File: config.mk
export PLATFORM = sky130hd
export DESIGN_NAME = buf_reader
export DESIGN_NICKNAME = d
export VERILOG_FILES = /design/src/rtl/buf_pkg.sv /design/src/rtl/buf_oreg.sv /design/src/rtl/buf_reader.sv
export SDC_FILE = /design/constraint.sdc
export NUM_CORES = 1
export LEC_CHECK = 0
export ABC_AREA = 1
export CAP_MARGIN = 15
export CORE_UTILIZATION = 51
export CTS_CLUSTER_DIAMETER = 50
export DETAILED_ROUTE_END_ITERATION = 16
export MAX_ROUTING_LAYER = met4
export PLACE_DENSITY = 0.85
export SLEW_MARGIN = 25
export SYNTH_ARGS = -nofsm -noshare
export SYNTH_HDL_FRONTEND = slang
export SYNTH_SLANG_ARGS = --single-unit
File: constraint.sdc
create_clock -name clk -period 4.43 [get_ports clk]
set_clock_uncertainty 0.1 [all_clocks]
set_input_delay 1.1075 -clock clk [delete_from_list [all_inputs] [get_ports clk]]
set_output_delay 1.1075 -clock clk [all_outputs]
set_load 0.05 [all_outputs]
File: src/rtl/buf_pkg.sv
// Shared types and helpers for the burst buffer reader: FSM state encoding,
// buffer depth derivation and burst-length clamping.
package buf_pkg;

    typedef enum logic {
        ST_IDLE  = 1'b0,
        ST_BURST = 1'b1
    } rd_state_e;

    localparam int unsigned MIN_BURST = 1;

    function automatic int unsigned depth_of(input int unsigned addr_w);
        return 32'd1 << addr_w;
    endfunction

    // A zero length still moves one sample; anything past the buffer depth could never start.
    function automatic int unsigned clamp_len(input int unsigned len, input int unsigned depth);
        if (len < MIN_BURST) return MIN_BURST;
        if (len > depth) return depth;
        return len;
    endfunction

endpackage

File: src/rtl/buf_oreg.sv
// Registered output stage with valid/ready handshake; holds the word and its
// burst markers until the consumer takes it.
module buf_oreg #(
    parameter int DATA_W = 32
) (
    input  logic              clk,
    input  logic              rst,
    input  logic              flush_i,
    input  logic              load_i,
    input  logic [DATA_W-1:0] data_i,
    input  logic              sop_i,
    input  logic              eop_i,
    input  logic              ready_i,
    output logic              can_load_o,
    output logic [DATA_W-1:0] data_o,
    output logic              valid_o,
    output logic              sop_o,
    output logic              eop_o
);

    logic [DATA_W-1:0] data_q, data_d;
    logic              valid_q, valid_d;
    logic              sop_q, sop_d;
    logic              eop_q, eop_d;

    assign can_load_o = !valid_q || ready_i;

    always_comb begin
        data_d  = data_q;
        valid_d = valid_q;
        sop_d   = sop_q;
        eop_d   = eop_q;
        if (flush_i) begin
            valid_d = 1'b0;
            sop_d   = 1'b0;
            eop_d   = 1'b0;
        end else if (load_i) begin
            data_d  = data_i;
            valid_d = 1'b1;
            sop_d   = sop_i;
            eop_d   = eop_i;
        end else if (valid_q && ready_i) begin
            valid_d = 1'b0;
            sop_d   = 1'b0;
            eop_d   = 1'b0;
        end
    end

    always_ff @(posedge clk or posedge rst) begin
        if (rst) begin
            data_q  <= '0;
            valid_q <= 1'b0;
            sop_q   <= 1'b0;
            eop_q   <= 1'b0;
        end else begin
            data_q  <= data_d;
            valid_q <= valid_d;
            sop_q   <= sop_d;
            eop_q   <= eop_d;
        end
    end

    assign data_o  = data_q;
    assign valid_o = valid_q;
    assign sop_o   = sop_q;
    assign eop_o   = eop_q;

endmodule

File: src/rtl/buf_reader.sv
// Circular-buffer controller over an external dual-port RAM: gates writes,
// tracks fill/overflow and drains fixed-length bursts through buf_oreg.
module buf_reader
    import buf_pkg::*;
#(
    parameter int DATA_W = 32,
    parameter int ADDR_W = 10
) (
    input  logic              clk,
    input  logic              rst,
    input  logic              wr_en,
    input  logic              flush,
    input  logic [ADDR_W:0]   blk_len,
    input  logic              ovf_clr,
    output logic              ram_we,
    output logic [ADDR_W-1:0] ram_waddr,
    output logic [ADDR_W-1:0] ram_raddr,
    input  logic [DATA_W-1:0] ram_rdata,
    output logic [DATA_W-1:0] out_data,
    output logic              out_valid,
    input  logic              out_ready,
    output logic              out_sop,
    output logic              out_eop,
    output logic [ADDR_W:0]   fill,
    output logic              ovf
);

    localparam int unsigned DEPTH    = depth_of(ADDR_W);
    localparam int          LW       = ADDR_W + 1;
    localparam logic [LW-1:0] FULL_CNT = LW'(DEPTH);

    rd_state_e         state_q, state_d;
    logic [ADDR_W-1:0] wptr_q, wptr_d;
    logic [ADDR_W-1:0] rptr_q, rptr_d;
    logic [LW-1:0]     fill_q, fill_d;
    logic [LW-1:0]     len_q, len_d;
    logic [LW-1:0]     cnt_q, cnt_d;
    logic              ovf_q, ovf_d;

    logic          full;
    logic [LW-1:0] len_req;
    logic          can_load;
    logic          rd_fire;
    logic          rd_sop;
    logic          rd_eop;

    assign full    = (fill_q == FULL_CNT);
    assign ram_we  = wr_en && !full && !flush;
    assign len_req = LW'(clamp_len(32'(blk_len), DEPTH));

    always_ff @(posedge clk or posedge rst) begin
        if (rst) state_q <= ST_IDLE;
        else     state_q <= state_d;
    end

    always_comb begin
        state_d = state_q;
        if (flush) begin
            state_d = ST_IDLE;
        end else begin
            case (state_q)
                ST_IDLE:  if (fill_q >= len_req) state_d = ST_BURST;
                ST_BURST: if (rd_fire && rd_eop) state_d = ST_IDLE;
                default:  state_d = ST_IDLE;
            endcase
        end
    end

    // A burst only starts once L samples are stored, so fill_q != 0 is a guard, not flow control.
    always_comb begin
        rd_fire = 1'b0;
        if (state_q == ST_BURST && !flush && fill_q != '0) rd_fire = can_load;
        rd_sop = (cnt_q == '0);
        rd_eop = (cnt_q == len_q - LW'(1));
    end

    always_comb begin
        wptr_d = wptr_q;
        rptr_d = rptr_q;
        fill_d = fill_q;
        cnt_d  = cnt_q;
        len_d  = len_q;
        ovf_d  = (wr_en && full) || (ovf_q && !ovf_clr);
        if (flush) begin
            wptr_d = '0;
            rptr_d = '0;
            fill_d = '0;
            cnt_d  = '0;
        end else begin
            if (ram_we) wptr_d = wptr_q + ADDR_W'(1);
            if (rd_fire) begin
                rptr_d = rptr_q + ADDR_W'(1);
                cnt_d  = rd_eop ? '0 : cnt_q + LW'(1);
            end
            case ({ram_we, rd_fire})
                2'b10:   fill_d = fill_q + LW'(1);
                2'b01:   fill_d = fill_q - LW'(1);
                default: fill_d = fill_q;
            endcase
            if (state_q == ST_IDLE && state_d == ST_BURST) len_d = len_req;
        end
    end

    always_ff @(posedge clk or posedge rst) begin
        if (rst) begin
            wptr_q <= '0;
            rptr_q <= '0;
            fill_q <= '0;
            cnt_q  <= '0;
            len_q  <= LW'(MIN_BURST);
            ovf_q  <= 1'b0;
        end else begin
            wptr_q <= wptr_d;
            rptr_q <= rptr_d;
            fill_q <= fill_d;
            cnt_q  <= cnt_d;
            len_q  <= len_d;
            ovf_q  <= ovf_d;
        end
    end

    buf_oreg #(
        .DATA_W(DATA_W)
    ) u_oreg (
        .clk       (clk),
        .rst       (rst),
        .flush_i   (flush),
        .load_i    (rd_fire),
        .data_i    (ram_rdata),
        .sop_i     (rd_sop),
        .eop_i     (rd_eop),
        .ready_i   (out_ready),
        .can_load_o(can_load),
        .data_o    (out_data),
        .valid_o   (out_valid),
        .sop_o     (out_sop),
        .eop_o     (out_eop)
    );

    assign ram_waddr = wptr_q;
    assign ram_raddr = rptr_q;
    assign fill      = fill_q;
    assign ovf       = ovf_q;

endmodule

==> flow_summary_export.csv, run 1 <==
group,metric,value,unit
run_status,status,"finished, final reports clean",
final_layout,regArea,2250,um^2
final_layout,drive_gt1_share,8.20,%
global_routing,grt_max_degree,43,
final_layout,diodes,0,
power,p_sw,1.58,mW
global_routing,grt_usage,25.0,%
timing,maxSlewHeadroom,54.0,%
yosys,ys.flop_type,"dfrtp_1",
timing,finalSetupViolations,0,
worst_setup_path,path_max_fanout,8,
yosys,yosys.area.top_type_share,43.7,%
final_layout,nNetsFinal,839,
worst_setup_path,crit_path_frequent_cell,"clkdlybuf4s50_1",
worst_setup_path,cp.arrival,2.84,ns
hold_path,hold_depth,2,
placement,dpl.cell_count,886,
clock_tree,cts_max_level,3,
yosys,synthDistinctLibCells,44,
floorplan,die_w,102,um
global_routing,grt_pass1_wl,19.9,mm
worst_setup_path,r2r_start,"fill[0]",
timing,worst_slew_pin_slew,0.690,ns
clock_tree,cts_setup_buffers,0,
clock_tree,cts_tree,"done",
run,maxCapViolCount,0,
yosys,synth_top_area_cell,"dfrtp_1",
yosys,seq_area_frac_synth,44.2,%
placement,preCtsSetupSlack,0.352,ns
worst_setup_path,r2r_setup_slack,1.23,ns
timing,hold_slack,0.386,ns
power,p_per_area,523,nW/um^2
floorplan,die_y,102,um
hold_path,whs_endpoint,"u_oreg.data_o[13]",
power,p_sw_share,45.8,%
clock_tree,cts_root_buf,"clkbuf_8",
clock_tree,hold_buffers,0,
worst_setup_path,cp_cell_sequence,"clkdlybuf4s50_1, nand2_2, nor2_1, clkdlybuf4s50_1",
yosys,synth-edff-count,0,
global_routing,grt_pass1_vias,4355,
placement,place.port_buffers,116,
power,pwr-share-seq,34.3,%
hold_path,worstHoldStart,"u_oreg.data_o[13]",
timing,rsz0062_at_grt,"no",
timing,setup_slack,0.384,ns
hold_path,min-delay-path-class,"reg -> reg",
timing,fin_crit_sh,91.3,%
yosys,ys_seq_elements,90,
power,irDropWorstVdd,270,uV
routing,drtPass1Iterations,4,
yosys,syn_nets,718,
routing,wl,12.3,mm
yosys,async_reset_ff_share,100,%
yosys,synthTopCellsByArea,"dfrtp_1 44%, nand2_1 16%, ha_1 6.1%",
clock_tree,cts-resized-gates,0,
worst_setup_path,worstRegToRegCells,16,
routing,wl_per_cell,13.6,um
final_layout,fin_area,6600,um^2
worst_setup_path,end_kind,"output port",
timing,tns,0,ns
yosys,synthesis.area,5100,um^2
global_routing,antenna_found_initial,0,
clock_tree,clock-sinks,90,
power,combPwrFrac,49.4,%
routing,viasPerCell,5.16,
routing,drcViolationCount,0,
clock_tree,cts_made_buffers,9,
yosys,postSynthAreaPerCell,7.93,um^2
yosys,yosys_warnings,0,
timing,maxSlewViolCount,0,
floorplan,core_region_area,9730,um^2
final_layout,fin_cells,901,
power,pwr-share-clk,16.3,%
worst_setup_path,path_class,"in -> out",
placement,hpwl,9.28,mm
global_routing,grt-ovfl-total,0,
final_layout,area_delta_synth_final,29.5,%
floorplan,initial_core_util,52.4,%
clock_tree,cts.clk_slew.worst_paths,0.09,ns
timing,fmax,247,MHz
final_layout,fill_cells,785,
power,p_int,1.87,mW
routing,dr.first_iter.drc_count,135,
floorplan,core.rowCount,36,
worst_setup_path,critPathLaunchType,"input port",
clock_tree,insertion_delay,0.36,ns
floorplan,pin_count,117,
timing,hold_viol,0,
routing,dr_total_vias,4650,
floorplan,die_area,10400,um^2
worst_setup_path,r2r-end,"fill[7]",
worst_setup_path,crit_slowest_cell,"clkdlybuf4s50_1",
placement,placed_cell_area,6410,um^2
timing,fin_crit,4.05,ns
worst_setup_path,required,3.22,ns
placement,gp_congestion,0.948,
power,p_leak,3.24,nW
final_layout,multi_input_area,2500,um^2
worst_setup_path,max_stage_delay,0.85,ns
clock_tree,cts_buffer_depth,2,
yosys,synth_cells,643,
routing,ant_nets,0,
## sequential cells by signal (all words and copies together), names as in the netlist, 10 cells and up
register       count
cnt_q             11
fill              11
len_q             11
ram_raddr         10
ram_waddr         10
u_oreg.data_o     32
## per-stage QoR
step | power [mW] | util, %
finish | 3.45 | 67.8
global route | 3.65 | 67.8
CTS | 3.46 | 67.8
detailed placement | 2.90 | 65.8
global placement | 2.85 | 65.8
floorplan | 2.37 | -
## power by group through the flow
stage	clock [mW]	sequential (mW)	combinational (mW)
after floorplan	0	1.75	0.618
after global placement	0	1.19	1.67
after detailed placement	0	1.20	1.71
after CTS	0.569	1.18	1.71
after global routing	0.601	1.21	1.84
final	0.563	1.18	1.70
## routing by layer
metal | GRT usage [%] | part of all wire, % | vias up
met1 | 30.5 | 43 | 2201
li1 | - | - | 2318
met3 | 3.01 | 3.5 | 24
met2 | 41.7 | 51 | 107
met5 | - | 0 | -
met4 | 11.4 | 2.1 | 0
## cell usage after synthesis (all sizes together) (2+ instances only)
cell type and number:
clkbuf 4, o22ai 13, a21oi 28, a22o 2
nor4 3, a21o 2, nand3 31, nor2 46
nor3 9, and3 4, xor2 15, buf 8
a31o 2, ha 25, nand3b 2, xnor2 8
nand2 233, o21ai 20, nand4 13, dfrtp 89
a31oi 2, inv 72, or2 2, nor3b 3
## worst max-delay path by stage
stage,start,end
after global routing,wr_en,ram_we
after global placement,wr_en,ram_we
after floorplan,rst,cnt_q[0]
after detailed placement,blk_len[1],len_q[6]
after CTS,wr_en,ram_we
final,wr_en,ram_we
## kinds of logic (layout without fill, tap and decap cells)
group,count (synthesis),in the layout,share of synthesized area [%]
AND/OR/NAND/NOR,346,346,30.5
flip-flops,90,90,44.2
buffers and inverters,85,210,6.65
AO/OA/AOI/OAI,73,73,8.15
adder cells (fa/ha/maj),26,26,6.53
XOR/XNOR,23,23,3.95
## cell usage in the layout, fill, tap and decap left out, drive strengths merged, types with 4 or more instances in the layout
cell and instances:
o22ai 13, buf 6, a21oi 28, xor2 15
and3 4, nand3 31, nand4 13, dfrtp 89
inv 73, clkbuf 10, nor2 46, nor3 9
o21ai 20, nand2 233, xnor2 8, ha 25
clkdlybuf4s50 116
## area by class of cell
cell class	instances	share of cell area [%]
Multi-Input combinational cell	468	37.9
Sequential cell	90	34.2
Timing Repair Buffer	122	18.3
Inverter	73	4.19
Tap cell	133	2.52
Clock buffer	10	1.93
Clock inverter	5	0.967
## critical path: cells and delay by family
family	cells	cell delay, ns
buffers and inverters	2	1.38
and+or+nand+nor	2	0.34
Note: power is estimated with default switching activity, not from simulation.
==> inputs of run 2 (changes only) <==
Settings changed: SLEW_MARGIN 25 to 20.
==> results of run 2 <==
No change in the layout: final DEF, timing and power equal those of run 1.
==> patch 1: new RTL, config.mk and constraints of run 2 <==
`data_q` no longer has a reset.
--- a/src/rtl/buf_oreg.sv
+++ b/src/rtl/buf_oreg.sv
@@ -48,16 +48,18 @@
 
     always_ff @(posedge clk or posedge rst) begin
         if (rst) begin
-            data_q  <= '0;
             valid_q <= 1'b0;
             sop_q   <= 1'b0;
             eop_q   <= 1'b0;
         end else begin
-            data_q  <= data_d;
             valid_q <= valid_d;
             sop_q   <= sop_d;
             eop_q   <= eop_d;
         end
+    end
+
+    always_ff @(posedge clk) begin
+        data_q <= data_d;
     end
 
     assign data_o  = data_q;
Function: differs if rst is asserted again (counterexample within 4 cycles, from zero or initial values and one cycle with rst high); with rst held inactive, the same outputs for 4 cycles.
==> patch 1 against run 2 <==
- clock power grew 14%
- global-route usage grew 0.69 points
- worst setup slack gained 220 ps
- cell count shrank 2.4%
- cell area grew 2.9%
- power shrank 26%
- synthesized area grew 3.0%
- die area grew 2.9%
- sequential cell count is the same
- sequential power shrank 13%
- wire length grew 3.0%
- combinational power shrank 48%
- critical path depth grew 12
- critical path type is now in -> reg
- largest power group is now registers
==> patch 1: results (changes against run 2) <==
[status]
status=completed  ; unchanged

[global_routing]
grt_first_pass_wirelength_mm=20.7  ; was 19.9 mm
grtUsageTotal_pct=25.7  ; was 25.0%
grt_pass1_vias=4540  ; was 4355
grt_max_degree=41  ; was 43
antenna_found_initial=0  ; unchanged

[synth]
yosysUniqueCellTypes=46  ; was 44
async_flop_share_pct=64.4  ; was 100%
synth_common_cells=144 x nand2_1, 82 x inv_1, 57 x dfrtp_1  ; was 216 x nand2_1, 89 x dfrtp_1, 67 x inv_1
seq_area_frac_synth_pct=46.0  ; was 44.2%
syn_avg_cell_area_um2=8.50  ; was 7.93 µm²
synth_area_leaders=dfrtp_1 27%, edfxtp_1 18%, nand2_1 10%  ; was dfrtp_1 44%, nand2_1 16%, ha_1 6.1%
synth_edf_count=32  ; was 0
synthesis.nets=692  ; was 718

[worst_setup_path]
crit_path_max_incr_delay_ps=450  ; was 850 ps
cp_slowest_cell=nand3_1  ; was clkdlybuf4s50_1
cp.arrival_ps=4000  ; was 2840 ps
r2r-end=fill[10]  ; was fill[7]
r2r-start=fill[8]  ; was fill[0]
reg2regPathDepth=15  ; was 16
reg2reg_setup_slack_ps=1390  ; was 1230 ps
crit_family=simple AND/OR/NAND/NOR gates  ; was buffers and inverters
worstPathMaxFanout=21  ; was 8

[clocking]
postCtsSetupRepairBufs=0  ; unchanged
cts.clk_slew.worst_paths_ps=90  ; about the same
htree_levels=3  ; unchanged
cts_buffers=9  ; unchanged

[finish]
nNetsFinal=816  ; was 839
drive_gt1_share_pct=8.04  ; was 8.20%
largest_reg_flops=32  ; unchanged

[routing]
wl_met1_mm=5.21  ; was 5.30 mm
drt_wl_total_mm=12.7  ; was 12.3 mm
wl_per_cell_um=14.4  ; was 13.6 µm
firstDrtPassIters=5  ; was 4
num_vias=4677  ; was 4650
wl_met3_um=818  ; was 433 µm
drt_first_iter_violations=234  ; was 135
met2_length_mm=6.46  ; was 6.30 mm

[worst_hold_path]
worstHoldStart=u_oreg.eop_o  ; was u_oreg.data_o[13]
hold_end=u_oreg.eop_o  ; was u_oreg.data_o[13]

[placement]
dp.final_hpwl_mm=9.59  ; was 9.28 mm
placed_cells=863  ; was 886
gp_congestion=0.952  ; was 0.948

[power]
cellLeakagePower_nw=3.04  ; was 3.24 nW
peakVddDrop_v=0.000171  ; was 0.000270 V

[timing]
worst_pin_slew_ps=829  ; was 690 ps

patch 1: cell count changes in the layout (fill, tap and decap cells not counted), moves of 4 or more:
| cell | before | now |
|---|---|---|
| o21ai_0 | 19 | 29 |
| nand3_1 | 28 | 46 |
| nand2_4 | 1 | 5 |
| nand2_2 | 16 | 6 |
| nand2_1 | 216 | 144 |
| nor3_1 | 8 | 16 |
| o22ai_1 | 13 | 5 |
| dfrtp_1 | 89 | 57 |
| inv_1 | 66 | 81 |
| a21oi_1 | 28 | 22 |
| nor2_1 | 37 | 48 |
| edfxtp_1 | 0 | 32 |
patch 1: cells by family after synthesis:
kind of cell               share of synthesized area [%]
and+or+nand+nor                                     28.9
buffers and inverters                               7.13
AOI/OAI and AO/OA                                   7.58
DFF                                                 46.0
xor gates and xnor gates                            4.10
adders and majority gates                           6.34
patch 1: layout make-up:
type	instances	area, µm²
Sequential cell	90	2410
Tap cell	133	166
Clock inverter	6	96.3
Multi-Input combinational cell	432	2460
Fill cell	752	3070
Clock buffer	10	128
Inverter	87	332
Timing Repair Buffer	121	1200
patch 1: report_power, final:
part	internal, W	switching [W]
logic	0.000325	0.000566
clock network	0.000326	0.000315
registers	0.000939	0.0000913
patch 1: worst register-to-register path, delay by kind of cell, from the launching register on:
| family | cells | cell delay [ps] |
|---|---|---|
| DFF | 1 | 460 |
| and+or+nand+nor | 9 | 1130 |
| adders and majority gates | 1 | 280 |
| buffers and inverters | 2 | 410 |
| AOI/OAI and AO/OA | 3 | 560 |
patch 1: worst max-delay path by stage:
stage	startpoint	endpoint	slack [ps]
3_3_place_gp	blk_len[2]	len_q[5]	480
4_1_cts	blk_len[2]	len_q[6]	660
6_report	blk_len[2]	len_q[6]	600
3_5_place_dp	blk_len[2]	len_q[6]	280
5_1_grt	blk_len[2]	len_q[10]	100
2_1_floorplan	flush	fill[7]	480
patch 1: per-stage QoR:
| step | setup WS (ps) | cell area [µm²] | hold WS, ps |
|---|---|---|---|
| 2_1_floorplan | 480 | 5250 | 366 |
| 3_3_place_gp | 485 | 6570 | 373 |
| 3_5_place_dp | 282 | 6570 | 386 |
| 4_1_cts | 656 | 6790 | 409 |
| 5_1_grt | 104 | 6790 | 427 |
| 6_report | 601 | 6790 | 406 |
patch 1: layer usage:
layer / global-route usage [%] / vias up
li1: - / 2277
met1: 29.6 / 2201
met2: 44.9 / 175
met3: 5.58 / 24
met4: 7.91 / 0
met5: - / -
==> patch 2: new RTL, flow settings as in run 2 <==
Without the edit above. `DATA_W` is set to 32 in 2 places; all go to 16.
--- a/src/rtl/buf_oreg.sv
+++ b/src/rtl/buf_oreg.sv
@@ -1,7 +1,7 @@
 // Registered output stage with valid/ready handshake; holds the word and its
 // burst markers until the consumer takes it.
 module buf_oreg #(
-    parameter int DATA_W = 32
+    parameter int DATA_W = 16
 ) (
     input  logic              clk,
     input  logic              rst,
--- a/src/rtl/buf_reader.sv
+++ b/src/rtl/buf_reader.sv
@@ -3,7 +3,7 @@
 module buf_reader
     import buf_pkg::*;
 #(
-    parameter int DATA_W = 32,
+    parameter int DATA_W = 16,
     parameter int ADDR_W = 10
 ) (
     input  logic              clk,
Interface: changed (resized out_data and ram_rdata); port bits go from 117 to 85. No check against the original RTL was run, so the function may have changed too.
==> patch 2 against run 2 <==
- hold slack better by 5.1 ps
- sequential cell count decreased by 16
- combinational power fell by 25%
- synthesized area shrank 6.4%
- wire length is 1.8% higher
- first-iteration DRC count rose by 65%
- count of clock-buffer cells in the layout stayed put
- worst setup slack improved by 240 ps
- cell area down 10%
- register-to-register slack got worse by 300 ps
- power fell by 20%
- critical path type is now in -> reg
- largest cell class unchanged
- highest routed layer unchanged
==> patch 2: results (changes against run 2) <==
[finish]
diodes=0  ; unchanged
nFillCells=736  ; was 785
largest_reg_flops=16  ; was 32
nNetsFinal=814  ; was 839
drive_gt1_share_pct=5.67  ; was 8.20%

[placement]
gp_congestion=0.962  ; was 0.948
dp.final_hpwl_mm=9.37  ; was 9.28 mm
dpl-instance-area_mm2=0.00572  ; was 0.00641 mm²
placed_cells=852  ; was 886
io_buffers=84  ; was 116

[synth]
synthesis.nets=727  ; was 718
seq_area_frac_synth_pct=38.8  ; was 44.2%
synth_ff_type=dfrtp_1  ; unchanged
synth_common_cells=205 x nand2_1, 89 x inv_1, 73 x dfrtp_1  ; was 216 x nand2_1, 89 x dfrtp_1, 67 x inv_1
yosysWarnings=0  ; unchanged
synth-xor-area-share_pct=4.14  ; was 3.95%
yosysUniqueCellTypes=37  ; was 44
synth-compound-area-share_pct=8.29  ; was 8.15%
synth_area_leaders=dfrtp_1 38%, nand2_1 16%, inv_1 7.0%  ; was dfrtp_1 44%, nand2_1 16%, ha_1 6.1%
synthMuxAreaShare_pct=0  ; unchanged
synthAdderAreaFrac_pct=6.98  ; was 6.53%
async_flop_share_pct=100  ; unchanged
syn_avg_cell_area_um2=7.14  ; was 7.93 µm²

[timing]
worst_pin_slew_ps=937  ; was 690 ps
setup_tns_ps=0  ; unchanged
maxSlewViolCount=0  ; unchanged

[global_routing]
grt_max_degree=47  ; was 43
grt_first_pass_wirelength_mm=21.4  ; was 19.9 mm
use_met3_pct=2.91  ; was 3.01%
antenna_found_initial=0  ; unchanged
grtUsageMet2_pct=48.3  ; was 41.7%
grtUsageTotal_pct=28.2  ; was 25.0%
grt_pass1_vias=4631  ; was 4355
met1_usage_pct=34.5  ; was 30.5%

[clocking]
post_cts_resized=0  ; unchanged
htree_levels=3  ; unchanged
cts_root_buf=clkbuf_8  ; unchanged
cts_buffers=9  ; unchanged
cts_max_path_buffers=2  ; unchanged
clkLatencyLatePin_ps=350
postCtsSetupRepairBufs=0  ; unchanged
cts.clk_slew.worst_paths_ps=80

[routing]
wl_met1_mm=5.05  ; was 5.30 mm
num_vias=4716  ; was 4650
viasPerCell=5.44  ; was 5.16
firstDrtPassIters=5  ; was 4
wl_met3_um=689  ; was 433 µm
drt_first_iter_violations=223  ; was 135
highest_layer=met4  ; unchanged
drt_wl_total_mm=12.5  ; was 12.3 mm
met2_length_mm=6.47  ; was 6.30 mm

[power]
cellLeakagePower_nw=3.02  ; was 3.24 nW
peakVddDrop_v=0.000256  ; was 0.000270 V
switching_share_pct=44.5  ; was 45.8%

[status]
status=completed  ; unchanged

[worst_hold_path]
hold_path_class=reg -> reg  ; unchanged

[worst_setup_path]
cp.arrival_ps=3940  ; was 2840 ps
worstPathMaxFanout=22  ; was 8

[patch 2: worst paths after layout]
check | from | endpoint | slack, ps | cells after the start
worst max-delay path | blk_len[4] | len_q[1] | 630 | 14
worst min-delay path | u_oreg.data_o[13] | u_oreg.data_o[13] | 390 | 2
worst max register to register | fill[4] | fill[10] | 930 | 15
worst min register to register | u_oreg.data_o[13] | u_oreg.data_o[13] | 390 | 2
max in group asynchronous | rst | ram_raddr[0] | 2220 | 3
min in group asynchronous | rst | fill[6] | 1180 | 2
[patch 2: power groups by stage]
stage          combinational (W)  sequential (W)  clock (W)
2_1_floorplan           0.000650         0.00122          0
3_3_place_gp             0.00125        0.000957          0
3_5_place_dp             0.00128        0.000964          0
4_1_cts                  0.00129        0.000952   0.000529
5_1_grt                  0.00143        0.000975   0.000556
6_report                 0.00128        0.000953   0.000522
[patch 2: critical path: stages]
cell	delay, ps
clkdlybuf4s50_1	400
inv_1	80
nand4_1	130
nor3_1	230
nor2_1	180
nor2_1	130
inv_1	80
ha_1	310
nand2_1	50
o21ai_0	180
nand3_1	90
nand3_1	100
nand3_1	470
o21ai_0	410
[patch 2: stage by stage]
step | util, % | hold slack, ps | setup slack, ps
CTS | 66.4 | 396 | 669
detailed placement | 64.3 | 372 | 367
finish | 66.4 | 391 | 626
global placement | 64.3 | 362 | 473
global route | 66.4 | 423 | 279
floorplan | - | 373 | 1140
[patch 2: final cells by class]
| cell class | count | area, µm² | area share, % |
|---|---|---|---|
| inverter | 93 | 349 | 5.91 |
| multi-input combinational | 488 | 2500 | 42.4 |
| tap | 108 | 135 | 2.29 |
| timing repair buffer | 89 | 876 | 14.8 |
| clock buffer | 10 | 138 | 2.33 |
| sequential | 74 | 1850 | 31.4 |
| clock inverter | 5 | 53.8 | 0.911 |
